`config.mk`:
```
export PLATFORM = sky130hd
export DESIGN_NAME = mano_sequence_control
export DESIGN_NICKNAME = d
export VERILOG_FILES = /design/src/rtl/mano_sequence_control.sv
export SDC_FILE = /design/constraint.sdc
export NUM_CORES = 1
export LEC_CHECK = 0
export CORE_AREA = 2 2 60 62
export DETAILED_ROUTE_END_ITERATION = 6
export DIE_AREA = 0 0 62 64
export GPL_ROUTABILITY_DRIVEN = 0
export GPL_TIMING_DRIVEN = 1
export PLACE_DENSITY = 0.72
export SYNTH_ARGS = -nofsm -noshare
export SYNTH_HDL_FRONTEND = slang
export SYNTH_SLANG_ARGS = --single-unit
```
`constraint.sdc`:
```
create_clock -name clk -period 1.8 [get_ports clk]
set_clock_uncertainty 0.2 [all_clocks]
set_input_delay 0.54 -clock clk [delete_from_list [all_inputs] [get_ports clk]]
set_output_delay 0.54 -clock clk [all_outputs]
set_load 0.01 [all_outputs]
```
`src/rtl/mano_sequence_control.sv`:
```
// Instruction-cycle sequencer: start/stop flop, 3-bit sequence counter, one-hot timing,
// and the captured instruction word with its opcode/indirect/address decodes.
module mano_sequence_control (
  input  logic        clk,
  input  logic        rst,
  input  logic        start,
  input  logic [15:0] ir_in,
  output logic [7:0]  T,
  output logic [7:0]  D,
  output logic        I,
  output logic [15:0] B,
  output logic        run,
  output logic [2:0]  sc
);

  logic        run_q, run_d;
  logic [2:0]  sc_q, sc_d;
  logic [15:0] ir_q, ir_d;

  logic [7:0] t_dec;
  logic [7:0] d_dec;
  logic       hlt;
  logic       clr;

  always_comb begin
    t_dec = run_q ? (8'd1 << sc_q) : 8'd0;
    d_dec = 8'd1 << ir_q[14:12];
    // HLT is the register-reference instruction with only bit 0 of the address field set.
    hlt   = d_dec[7] & ~ir_q[15] & t_dec[3] & ir_q[0];
    clr   = (d_dec[7] & t_dec[3])
          | ((d_dec[0] | d_dec[1] | d_dec[2] | d_dec[5]) & t_dec[5])
          | ((d_dec[3] | d_dec[4]) & t_dec[4])
          | (d_dec[6] & t_dec[6])
          | t_dec[7];
  end

  always_comb begin
    run_d = run_q;
    sc_d  = sc_q;
    ir_d  = ir_q;
    if (run_q) begin
      if (t_dec[2]) begin
        ir_d = ir_in;
      end
      if (hlt) begin
        run_d = 1'b0;
        sc_d  = 3'd0;
      end else if (clr) begin
        sc_d = 3'd0;
      end else begin
        sc_d = sc_q + 3'd1;
      end
    end else begin
      sc_d = 3'd0;
      if (start) begin
        run_d = 1'b1;
      end
    end
  end

  always_ff @(posedge clk) begin
    if (rst) begin
      run_q <= 1'b0;
      sc_q  <= 3'd0;
      ir_q  <= 16'h0000;
    end else begin
      run_q <= run_d;
      sc_q  <= sc_d;
      ir_q  <= ir_d;
    end
  end

  assign T   = t_dec;
  assign D   = d_dec;
  assign I   = ir_q[15];
  assign B   = {4'b0000, ir_q[11:0]};
  assign run = run_q;
  assign sc  = sc_q;

endmodule

```
; Word level (Yosys, flattened, before mapping)
; Index checks and enable logic that the tools add are counted.
[word_totals]
register_bits = 20
inputBits = 19
out_inout_bits = 37
wordCells = 29
[classes]
n_addsub = 1
shift = 2
n_mux = 4
n_bitwise = 17
n_reduce_logical = 2
[ops]
columns = op, n
row1 = 1-bit by 3-bit << shifter with 8-bit output (first input constant), 2
row2 = 8-bit 2-to-1 mux, 1
row3 = 1-bit bitwise OR, 8
row4 = 1-bit bitwise AND, 7
row5 = 4-bit OR reduction, 1
row6 = 3-bit by 1-bit adder with 3-bit output (second input constant), 1
row7 = 1-bit 2-to-1 mux, 3
row8 = 1-bit NOT, 2
row9 = 2-bit AND reduction, 1

; Depth between registers and ports, before layout
[depth]
word_depth = 10
depth_mapped = 7
ltp_nobuf = 6

; Least setup slack after synthesis
; No wires, ideal clock.
[synth_path]
path_type = register to output
startpoint = register sc_q[0], in the netlist sc[0]
endpoint = output T[2]
t_arrival_ns = 1.312
t_required_ns = 1.060
setup_slack_ns = -0.252
stages_incl_launch_ff = 6
n_path_buf = 1
path_cell_list = dfxtp_1 > inv_1 > ha_1 > nand3b_1 > clkinv_1 > buf_2
[synth_via]
elab_chain_len = 2
[synth_lines]
columns = item, line_no
row1 = from (decl), 17  ; logic [2:0] sc_q, sc_d;
row2 = from (signal assigned), 64  ; sc_q <= 3'd0;
row3 = from (signal assigned), 68  ; sc_q <= sc_d;
row4 = 1-bit by 3-bit << shifter with 8-bit output, 26  ; t_dec = run_q ? (8'd1 << sc_q) : 8'd0;
row5 = 8-bit 2-to-1 mux, 26
row6 = to (decl), 8  ; output logic [7:0] T,
; Every way passes these cells.

; Worst setup path in the final report
[layout_path]
startpoint = register sc_q[1], in the netlist sc[1]
endpoint = output T[7]
; Same word-level chain as after synthesis.

==> flow_summary_export.csv <==
group,metric,value,unit
grt,grt_pass1_wl,5200,um
floorplan,row_count,21,
layout,drive_gt1_frac,0.451,
drt,vias,1138,
clock_network,numCtsBuffers,3,
worst_setup_path,end_kind,"output pin",
logic_synthesis,yosysTopAreaCell,"dfxtp_1",
layout,fillers,297,
drt,drtAntennaViolNets,0,
clock_network,clock_sinks,20,
floorplan,fp.dieW,62,um
drt,first_iter_violations,37,
timing,setup_viol,16,
logic_synthesis,ys_async_sr_fraction,0,
timing,hold_viol_final,0,
grt,first_global_vias,1145,
grt,grt_use_total,0.175,
grt,antenna_found_initial,0,
clock_network,root_buffer,"clkbuf_4",
layout,synthToLayoutAreaGrowth,78.8,%
timing,grt_setup_unrepaired,"yes",
worst_setup_path,required,1060,ps
floorplan,start_util,0.336,
min_path,hp-class,"register to register",
worst_setup_path,path_class,"register to output pin",
run_status,status,"finished with violations",
drt,wl_met1,1240,um
drt,first_pass_iters,4,
logic_synthesis,ys_warn_count,0,
drt,top_layer_used,"met4",
timing,fin_crit,2010,ps
layout,post-route-util,0.602,
layout,fin_nets,232,
min_path,hold_end,"ir_q[6]",
min_path,holdPathStages,2,
drt,wl_met2,1740,um
timing,finalSetupTns,-2040,ps
timing,timing.final.crit_share,1.12,
worst_setup_path,critPathLaunchType,"register",
logic_synthesis,yosysMostFrequentCell,"nand2_1",
logic_synthesis,synth.distinct_cells,33,
worst_setup_path,critPathMaxFanout,4,
place,dp_hpwl,2100,um
drt,drc,0,
logic_synthesis,synth_ff_type,"dfxtp_1",
grt,grt_max_degree,18,
floorplan,die_h,64,um
layout,diodes,0,
logic_synthesis,netlist_area,1100,sq um
floorplan,boundaryPins,56,
drt,dr_wl_met3,197,um
timing,fmax,497,MHz
logic_synthesis,synth-edff-count,0,
place,portBuffers,51,
run,drv_cap,0,
logic_synthesis,yosysTopAreaCellShare,0.362,
min_path,min_from,"ir_q[6]",
power_and_ir_drop,pwr_density_cell,442,nW/um^2
timing,drv_slew,0,
logic_synthesis,avgSynthCellArea,8.01,sq um
floorplan,core_area,3280,sq um
logic_synthesis,seq_area_frac_synth,0.362,
grt,grt.overflow.total,0,
place,dp_slack,-393,ps
drt,wl_per_cell,12.8,um
logic_synthesis,synth_cells,138,
logic_synthesis,synth_seq_cells,20,
logic_synthesis,synthTopCellsByCount,"nand2_1, dfxtp_1, a21oi_1",
worst_setup_path,ff2ff_path_depth,6,
timing,layout_setup_ws,-214,ps
timing,hold_ws,258,ps
clock_network,clk_latency,290,ps
run_status,violations,"negative setup slack",
worst_setup_path,worstReg2RegStart,"sc[0]",
clock_network,cts_tree,"yes",
logic_synthesis,synthTopCellsByArea,"dfxtp_1, nand2_1, buf_4",
power_and_ir_drop,ir_drop,272,uV
floorplan,die_area,3970,sq um
power_and_ir_drop,power_leakage,0.000900,uW
clock_network,clockBufferDepth,2,
drt,drt-total-wl,3220,um
worst_setup_path,ff2ff_setup_slack,0,ps
worst_setup_path,worstReg2RegEnd,"sc[0]",
clock_network,cts_max_level,1,
drt,via_per_inst,4.52,
clock_network,path_clk_slew,120,ps
worst_setup_path,cp.arrival,1270,ps
## worst max-delay path, cell delays in order (launching register included)
cell	delay (ps)
dfxtp_4	400
ha_4	180
ha_4	150
and2_4	140
buf_6	110
## routing by layer
layer  up-vias  GRT usage
li1        566          -
met1       529      0.199
met2        39      0.315
met3         4     0.0263
met4         0     0.0612
met5         -          0
## final cells by class
cell class                      instances  area (sq um)  area share
Tap cell                               46          57.6      0.0291
Sequential cell                        20           420       0.213
Multi-Input combinational cell         89           651       0.329
Clock buffer                            4          47.5      0.0241
Inverter                                8          36.3      0.0184
Timing Repair Buffer                   85           763       0.386
## where the power goes
part           internal (uW)  switching, uW  leakage (uW)  total, uW
clock                    169            138     0.0000261        307
sequential               444           5.58      0.000166        449
combinational           70.1           46.6      0.000708        117
## state kept, by name (all words and copies together), names as in the netlist
signal and cells:
run 1, ir_q 16, sc 3
## placed cells by master, fill, tap and decap left out, drive strengths merged, types with 2 or more instances in the layout
master | synthesis | routed
ha | 6 | 6
clkbuf | 4 | 7
inv | 7 | 7
o211ai | 2 | 2
dfxtp | 20 | 20
clkdlybuf4s50 | 0 | 18
dlygate4sd2 | 0 | 13
nor4 | 3 | 3
nor3b | 2 | 2
nand3b | 2 | 2
conb | 1 | 4
and3 | 5 | 5
and3b | 2 | 2
a21oi | 17 | 17
o21ai | 2 | 2
nand2 | 33 | 33
buf | 20 | 50
## worst max-delay path by stage
stage	cells past startpoint	slack, ps	to	startpoint
finish	4	-210	T[7]	sc[1]
global route	4	-260	T[7]	sc[1]
CTS	5	-210	T[3]	sc[1]
detailed placement	5	-390	T[3]	sc[1]
global placement	3	-290	D[4]	ir_q[12]
floorplan	5	-40	T[2]	sc[0]
## metrics by stage
stage	std cells	power (uW)	cell area (sq um)
final	252	874	1980
after global routing	252	922	1980
after CTS	250	886	1910
after detailed placement	231	565	1640
after global placement	231	562	1640
after floorplan	141	502	1130
## kinds of logic after synthesis
family,synth area share
other,0.00339
DFF,0.362
adders and majority gates,0.0679
buffers and inverters,0.190
and+or+nand+nor,0.243
muxes,0.00906
AOI/OAI and AO/OA,0.123
## timing repair
| item | in CTS | in global routing |
|---|---|---|
| hold buffers | 0 | 0 |
| setup endpoints to repair | 34 | 22 |
| hold endpoints to repair | 0 | 0 |
| buffers inserted | 14 | 3 |
| gates resized for setup | 131 | 19 |
| pin swaps | 8 | 7 |
| gates cloned | 1 | 0 |
Note: power is estimated with default switching activity, not from simulation.
